==> config.mk <==
export PLATFORM = sky130hd
export DESIGN_NAME = freelist_2a2f_flat
export DESIGN_NICKNAME = d
export VERILOG_FILES = /design/src/rtl/freelist_2a2f_pkg.sv /design/src/rtl/freelist_2a2f_if.sv /design/src/rtl/freelist_2a2f_ram.sv /design/src/rtl/freelist_2a2f.sv /design/src/flat_wrapper.sv
export SDC_FILE = /design/constraint.sdc
export NUM_CORES = 1
export LEC_CHECK = 0
export CORE_MARGIN = 3
export CORE_UTILIZATION = 45
export CTS_BUF_LIST = sky130_fd_sc_hd__clkbuf_8
export DETAILED_ROUTE_END_ITERATION = 7
export MAX_ROUTING_LAYER = met4
export SLEW_MARGIN = 10
export SYNTH_ARGS = -nofsm -noshare
export SYNTH_HDL_FRONTEND = slang
export SYNTH_SLANG_ARGS = --single-unit
export TNS_END_PERCENT = 20
==> constraint.sdc <==
create_clock -name clk -period 4.6 [get_ports clk]
set_input_delay 1.38 -clock clk [delete_from_list [all_inputs] [get_ports clk]]
set_output_delay 1.38 -clock clk [all_outputs]
set_load 0.01 [all_outputs]
==> src/rtl/freelist_2a2f_pkg.sv <==
// rtl/freelist_2a2f_pkg.sv - shared constants, count-width helper and FSM encoding for freelist_2a2f
package freelist_2a2f_pkg;

  localparam int DEFAULT_TAG_WIDTH = 6;
  localparam int DEFAULT_DEPTH     = 64;

  // Occupancy must represent 0..DEPTH inclusive, hence one extra bit.
  function automatic int count_width(input int tag_width);
    return tag_width + 1;
  endfunction

  typedef enum logic {
    ST_INIT = 1'b0,
    ST_RUN  = 1'b1
  } state_e;

endpackage

==> src/rtl/freelist_2a2f_if.sv <==
// rtl/freelist_2a2f_if.sv - rename/commit handshake bundle for the physical-tag free list
//
// Signals:
//   alloc_req1/alloc_req2 : rename requests one or two tags
//   alloc_ok              : request granted this cycle (combinational)
//   alloc_tag1/alloc_tag2 : tags at head and head+1 (combinational)
//   free_we1/free_we2     : commit returns tags
//   free_tag1/free_tag2   : returned tag values
//   ready                 : init sequence done
//   freecnt               : registered occupancy
//   err                   : sticky overflow flag
// Modports: master = rename/commit side, slave = free list.
interface freelist_2a2f_if
  import freelist_2a2f_pkg::*;
#(
  parameter int TAG_WIDTH = DEFAULT_TAG_WIDTH
) ();

  logic                               alloc_req1;
  logic                               alloc_req2;
  logic                               alloc_ok;
  logic [TAG_WIDTH-1:0]               alloc_tag1;
  logic [TAG_WIDTH-1:0]               alloc_tag2;
  logic                               free_we1;
  logic                               free_we2;
  logic [TAG_WIDTH-1:0]               free_tag1;
  logic [TAG_WIDTH-1:0]               free_tag2;
  logic                               ready;
  logic [count_width(TAG_WIDTH)-1:0]  freecnt;
  logic                               err;

  modport master (
    output alloc_req1, alloc_req2, free_we1, free_we2, free_tag1, free_tag2,
    input  alloc_ok, alloc_tag1, alloc_tag2, ready, freecnt, err
  );

  modport slave (
    input  alloc_req1, alloc_req2, free_we1, free_we2, free_tag1, free_tag2,
    output alloc_ok, alloc_tag1, alloc_tag2, ready, freecnt, err
  );

endinterface

==> src/rtl/freelist_2a2f_ram.sv <==
// rtl/freelist_2a2f_ram.sv - 2-read/2-write storage, asynchronous read, synchronous write
//
// Ports:
//   clk                     : write clock
//   we1/waddr1/wdata1       : write port 1
//   we2/waddr2/wdata2       : write port 2 (applied after port 1 on an address clash)
//   raddr1/rdata1           : asynchronous read port 1
//   raddr2/rdata2           : asynchronous read port 2
module ram_sync_nolatch_2r2w #(
  parameter int BRAM_ADDR_WIDTH = 6,
  parameter int BRAM_DATA_WIDTH = 6,
  parameter int DATA_DEPTH      = 64
) (
  input  logic                       clk,
  input  logic                       we1,
  input  logic [BRAM_ADDR_WIDTH-1:0] waddr1,
  input  logic [BRAM_DATA_WIDTH-1:0] wdata1,
  input  logic                       we2,
  input  logic [BRAM_ADDR_WIDTH-1:0] waddr2,
  input  logic [BRAM_DATA_WIDTH-1:0] wdata2,
  input  logic [BRAM_ADDR_WIDTH-1:0] raddr1,
  output logic [BRAM_DATA_WIDTH-1:0] rdata1,
  input  logic [BRAM_ADDR_WIDTH-1:0] raddr2,
  output logic [BRAM_DATA_WIDTH-1:0] rdata2
);

  logic [BRAM_DATA_WIDTH-1:0] mem [DATA_DEPTH];

  always_ff @(posedge clk) begin
    if (we1) mem[waddr1] <= wdata1;
    if (we2) mem[waddr2] <= wdata2;
  end

  assign rdata1 = mem[raddr1];
  assign rdata2 = mem[raddr2];

endmodule

==> src/rtl/freelist_2a2f.sv <==
// rtl/freelist_2a2f.sv - physical-tag free list: two allocs and two frees per cycle
//
// Ports:
//   clk     : clock, all state updates on the rising edge
//   reset_n : asynchronous active-low reset
//   bus     : freelist_2a2f_if.slave (alloc/free handshake, ready, freecnt, err)
//
// Optional feature: define FREELIST_ERRCHK_EN to build the sticky overflow
// checker driving err; otherwise err is tied low.
module freelist_2a2f
  import freelist_2a2f_pkg::*;
#(
  parameter int TAG_WIDTH = DEFAULT_TAG_WIDTH,
  parameter int DEPTH     = DEFAULT_DEPTH
) (
  input  logic             clk,
  input  logic             reset_n,
  freelist_2a2f_if.slave   bus
);

  localparam int CW = count_width(TAG_WIDTH);

  state_e               state;
  logic [TAG_WIDTH-1:0] init_ptr;
  logic [TAG_WIDTH-1:0] head;
  logic [TAG_WIDTH-1:0] tail;
  logic [CW-1:0]        count;

  logic [1:0]           nreq;
  logic [1:0]           nfree;
  logic [1:0]           ngrant;
  logic                 ready;
  logic                 alloc_ok;
  logic [CW-1:0]        count_next;

  logic                 ram_we1, ram_we2;
  logic [TAG_WIDTH-1:0] ram_waddr1, ram_waddr2;
  logic [TAG_WIDTH-1:0] ram_wdata1, ram_wdata2;

  assign ready = (state == ST_RUN);

  always_comb begin
    nreq       = {1'b0, bus.alloc_req1} + {1'b0, bus.alloc_req1 & bus.alloc_req2};
    nfree      = {1'b0, bus.free_we1} + {1'b0, bus.free_we2};
    // All-or-nothing grant: never hand out one tag when two were asked for.
    alloc_ok   = ready && (nreq != 2'd0) && (count >= CW'(nreq));
    ngrant     = alloc_ok ? nreq : 2'd0;
    count_next = count + CW'(nfree) - CW'(ngrant);
  end

  // Write-port steering: the init sequencer owns both ports until RUN.
  // A lone free on either port lands at tail through RAM port 1 so the
  // queue never gets a hole.
  always_comb begin
    ram_we1    = 1'b0;
    ram_we2    = 1'b0;
    ram_waddr1 = tail;
    ram_waddr2 = tail + TAG_WIDTH'(1);
    ram_wdata1 = bus.free_tag1;
    ram_wdata2 = bus.free_tag2;
    if (state == ST_INIT) begin
      ram_we1    = 1'b1;
      ram_we2    = 1'b1;
      ram_waddr1 = init_ptr;
      ram_waddr2 = init_ptr + TAG_WIDTH'(1);
      ram_wdata1 = init_ptr;
      ram_wdata2 = init_ptr + TAG_WIDTH'(1);
    end else begin
      ram_we1    = bus.free_we1 | bus.free_we2;
      ram_we2    = bus.free_we1 & bus.free_we2;
      ram_wdata1 = bus.free_we1 ? bus.free_tag1 : bus.free_tag2;
    end
  end

  ram_sync_nolatch_2r2w #(
    .BRAM_ADDR_WIDTH (TAG_WIDTH),
    .BRAM_DATA_WIDTH (TAG_WIDTH),
    .DATA_DEPTH      (DEPTH)
  ) u_ram (
    .clk    (clk),
    .we1    (ram_we1),
    .waddr1 (ram_waddr1),
    .wdata1 (ram_wdata1),
    .we2    (ram_we2),
    .waddr2 (ram_waddr2),
    .wdata2 (ram_wdata2),
    .raddr1 (head),
    .rdata1 (bus.alloc_tag1),
    .raddr2 (head + TAG_WIDTH'(1)),
    .rdata2 (bus.alloc_tag2)
  );

  always_ff @(posedge clk or negedge reset_n) begin
    if (!reset_n) begin
      state    <= ST_INIT;
      init_ptr <= '0;
      head     <= '0;
      tail     <= '0;
      count    <= '0;
    end else begin
      case (state)
        ST_INIT: begin
          init_ptr <= init_ptr + TAG_WIDTH'(2);
          if (init_ptr == TAG_WIDTH'(DEPTH - 2)) begin
            state <= ST_RUN;
            head  <= '0;
            tail  <= '0;
            count <= CW'(DEPTH);
          end
        end
        ST_RUN: begin
          head  <= head + TAG_WIDTH'(ngrant);
          tail  <= tail + TAG_WIDTH'(nfree);
          count <= count_next;
        end
        default: state <= ST_INIT;
      endcase
    end
  end

`ifdef FREELIST_ERRCHK_EN
  logic err_q;

  always_ff @(posedge clk or negedge reset_n) begin
    if (!reset_n) begin
      err_q <= 1'b0;
    end else if (((state == ST_INIT) && (bus.free_we1 || bus.free_we2)) ||
                 ((state == ST_RUN) && (count_next > CW'(DEPTH)))) begin
      err_q <= 1'b1;
    end
  end

  assign bus.err = err_q;
`else
  assign bus.err = 1'b0;
`endif

  assign bus.ready    = ready;
  assign bus.alloc_ok = alloc_ok;
  assign bus.freecnt  = count;

endmodule

==> src/flat_wrapper.sv <==
// flat-port wrapper written by rule: the top's interface ports become plain ports
module freelist_2a2f_flat import freelist_2a2f_pkg::*;
#(
  parameter int TAG_WIDTH = DEFAULT_TAG_WIDTH,
  parameter int DEPTH     = DEFAULT_DEPTH
)
  (clk, reset_n, bus_alloc_req1, bus_alloc_req2, bus_free_we1, bus_free_we2, bus_free_tag1, bus_free_tag2, bus_alloc_ok, bus_alloc_tag1, bus_alloc_tag2, bus_ready, bus_freecnt, bus_err);
  freelist_2a2f_if #(.TAG_WIDTH(TAG_WIDTH)) bus_i ();
  input  logic clk;
  input  logic reset_n;
  input wire logic [$bits(bus_i.alloc_req1)-1:0] bus_alloc_req1;
  input wire logic [$bits(bus_i.alloc_req2)-1:0] bus_alloc_req2;
  input wire logic [$bits(bus_i.free_we1)-1:0] bus_free_we1;
  input wire logic [$bits(bus_i.free_we2)-1:0] bus_free_we2;
  input wire logic [$bits(bus_i.free_tag1)-1:0] bus_free_tag1;
  input wire logic [$bits(bus_i.free_tag2)-1:0] bus_free_tag2;
  output wire logic [$bits(bus_i.alloc_ok)-1:0] bus_alloc_ok;
  output wire logic [$bits(bus_i.alloc_tag1)-1:0] bus_alloc_tag1;
  output wire logic [$bits(bus_i.alloc_tag2)-1:0] bus_alloc_tag2;
  output wire logic [$bits(bus_i.ready)-1:0] bus_ready;
  output wire logic [$bits(bus_i.freecnt)-1:0] bus_freecnt;
  output wire logic [$bits(bus_i.err)-1:0] bus_err;
  assign bus_i.alloc_req1 = bus_alloc_req1;
  assign bus_i.alloc_req2 = bus_alloc_req2;
  assign bus_i.free_we1 = bus_free_we1;
  assign bus_i.free_we2 = bus_free_we2;
  assign bus_i.free_tag1 = bus_free_tag1;
  assign bus_i.free_tag2 = bus_free_tag2;
  assign bus_alloc_ok = bus_i.alloc_ok;
  assign bus_alloc_tag1 = bus_i.alloc_tag1;
  assign bus_alloc_tag2 = bus_i.alloc_tag2;
  assign bus_ready = bus_i.ready;
  assign bus_freecnt = bus_i.freecnt;
  assign bus_err = bus_i.err;
  freelist_2a2f #(.TAG_WIDTH(TAG_WIDTH), .DEPTH(DEPTH)) u_core (.clk(clk), .reset_n(reset_n), .bus(bus_i));
endmodule
==> flow_summary.toml <==
[status]
run_status = "complete, but fails checks"
violations = "negative setup slack"

[drt]
first_iter_violations = 1755
ant_nets = 0
viasPerCell = 6.46
totalWireLength_um = 79200
drc = 0
vias = 16500
drtPass1Iterations = 5
wl_per_cell_um = 31.0

[sta]
fmax_mhz = 212
period_share = 1.03
finalCriticalPeriod_ns = 4.73
fin_skew_ns = 0.0369
rsz0062_at_grt = "true"
finalMaxSlewViolations = 0
holdWs_ns = 0.587
setup_viol = 10
relSlewSlack = 0.248
hold_viol_final = 0
fin_ws_ns = -0.126
worstMarginPinSlew_ns = 1.12

[final_layout]
multi_input_area_sq_mm = 0.0124
seq_area_sq_mm = 0.0122
layout.nets = 1800
fillCellCount = 4611
n_antenna_cell = 0
area_delta_synth_final_pct = 15.8
utilization = 0.533
drive_above_1_share = 0.338

[grt]
grt_pass1_wl_um = 116000
grt_pass1_vias = 16700
antenna_found_initial = 0
grt_start_max_net_pins = 75
grt_usage = 0.275
overflow = 0

[die]
rows = 85
die_w_um = 242
dieArea_sq_mm = 0.0585
core_area_sq_mm = 0.0545
die_h_um = 242
io_pins = 40
initial_core_util = 0.460

[cts]
cts_tree = "done"
clk_pin_slew_worst_paths_ns = 0.06
clock_path_buffers = 3
htreeDepth = 3
clkLatencyLatePin_ns = 0.66
ctsRootBufferMaster = "clkbuf_8"
clkSinkCount = 409
cts_inserted_buffers = 76

[synthesis]
synth_cells = 1655
ys_top_cells_by_area = "edfxtp_1 (46%), mux4_2 (22%), mux2i_1 (16%)"
synth_edf_count = 384
synth-seq-cells = 409
ys_types = 55
yosysTopAreaCellShare = 0.461
yosysMostFrequentCell = "mux2i_1"
syn-num-nets = 1702
synth_top_area_cell = "edfxtp_1"
synthFlopType = "edfxtp_1"
ys_seq_area_frac = 0.486
syn_area_sq_mm = 0.0250
ys_warn_count = 0
avgSynthCellArea_sq_um = 15.1
synth_common_cells = "mux2i_1 (393), edfxtp_1 (384), mux4_2 (240)"
async_flop_share = 0.0611

[hold_path]
hold_class = "reg2reg"

[place]
place_congestion = 0.982
dp_hpwl_um = 52900
port-buffer-count = 38
post-place-ws_ns = -0.443

[power]
ir_drop_v = 0.000319
p_leak_nw = 10.8
powerDensity_mw_per_mm2 = 649

[run]
drv_cap = 0

[worst_setup_path]
criticalPathCategory = "reg2out"
worstPathArrival_ns = 3.35
crit_fanout = 18
critPathLaunchType = "flop"
cp.required_ns = 3.22
end_kind = "output port"
-- worst max-delay path: stages, from the launching register on --
cell and delay [ns]:
dfrtp_4 0.57, ha_4 0.36, buf_12 0.13, buf_12 0.17, mux4_2 0.37, mux4_2 0.57
a22oi_2 0.21, nand2_2 0.12, buf_2 0.16
-- logic make-up (layout without fill, tap and decap cells) --
family,after synthesis,in the layout,synth area share
compound gates,144,144,0.0369
xor+xnor,19,19,0.00665
fa+ha+maj,29,29,0.0157
buf+inv,189,347,0.0308
flops,409,409,0.486
mux,636,636,0.374
other cells,1,1,0.000150
simple gates,228,228,0.0497
-- metal layers --
layer / global-route usage / vias up / wire [um]
met4: 0.104 / 0 / 2880
met2: 0.440 / 781 / 38800
met3: 0.0479 / 137 / 6170
met5: - / - / 0
met1: 0.353 / 8690 / 31300
li1: - / 6868 / -
-- layout make-up --
cell class / count / share of cell area
Multi-Input combinational cell: 1057 / 0.427
Tap cell: 739 / 0.0319
Clock buffer: 79 / 0.0375
Timing Repair Buffer: 187 / 0.0719
Sequential cell: 409 / 0.420
Inverter: 22 / 0.00285
Clock inverter: 59 / 0.00945
-- path summary, 6_finish.rpt --
check | startpoint | endpoint | slack [ns] | depth (start not counted)
worst min register to register | u_core.init_ptr[5] | u_core.init_ptr[5] | 0.59 | 1
max in group asynchronous | reset_n | u_core.head[0] | 2.96 | 2
min in group asynchronous | reset_n | u_core.bus.freecnt[1] | 1.03 | 1
worst min-delay path | u_core.init_ptr[5] | u_core.init_ptr[5] | 0.59 | 1
worst max register to register | u_core.bus.freecnt[1] | u_core.bus.freecnt[6] | 1.04 | 18
worst max-delay path | u_core.head[0] | bus_alloc_tag2[5] | -0.13 | 8
-- state kept, by name (all words and copies together) (netlist names) --
signal              count
u_core.u_ram.mem      384
u_core.bus.freecnt      7
u_core.head             6
u_core.tail             6
u_core.init_ptr         5
u_core.bus.ready        1
-- power breakdown --
part           total (mW)  internal [mW]  leakage [nW]  switching, mW
clock network        3.23           1.65         0.793           1.59
logic                10.8           5.13          6.23           5.67
registers            4.78           4.50          3.77          0.287
-- layout by cell type (no fill, tap or decap), types with 11 or more instances in the layout --
| cell type | synthesis | layout |
|---|---|---|
| inv_1 | 22 | 50 |
| o22ai_1 | 29 | 29 |
| nand2b_1 | 17 | 17 |
| nor2_1 | 27 | 27 |
| nand3_1 | 24 | 16 |
| mux4_2 | 240 | 240 |
| a22oi_2 | 0 | 17 |
| buf_16 | 0 | 12 |
| clkdlybuf4s50_1 | 0 | 23 |
| nand2_1 | 73 | 66 |
| buf_12 | 0 | 21 |
| o21ai_0 | 46 | 44 |
| mux2i_1 | 393 | 390 |
| buf_4 | 3 | 107 |
| nand2_2 | 16 | 23 |
| nor2_2 | 18 | 18 |
| ha_1 | 25 | 24 |
| dfrtp_1 | 25 | 21 |
| edfxtp_1 | 384 | 384 |
| clkbuf_8 | 0 | 79 |
| nor2_4 | 11 | 11 |
| clkinv_1 | 0 | 20 |
-- per-stage QoR --
stage	std cells	TNS, ns	cell area, sq um	power, mW
global route	2552	-0.892	29000	19.5
CTS	2547	-0.705	28900	18.6
global placement	2381	-1.03	26900	14.2
finish	2552	-0.592	29000	18.8
detailed placement	2381	-1.61	26900	14.3
floorplan	1655	0	25000	10.8
-- repair_timing --
action | in CTS | in global routing
resized for setup | 111 | 3
pin swaps | 25 | 7
endpoints found under the hold margin | 0 | 0
setup endpoints to repair | 13 | 12
cloned | 8 | 3
setup buffers | 20 | 3
hold buffers | 0 | 0
Note: power is estimated with default switching activity, not from simulation.
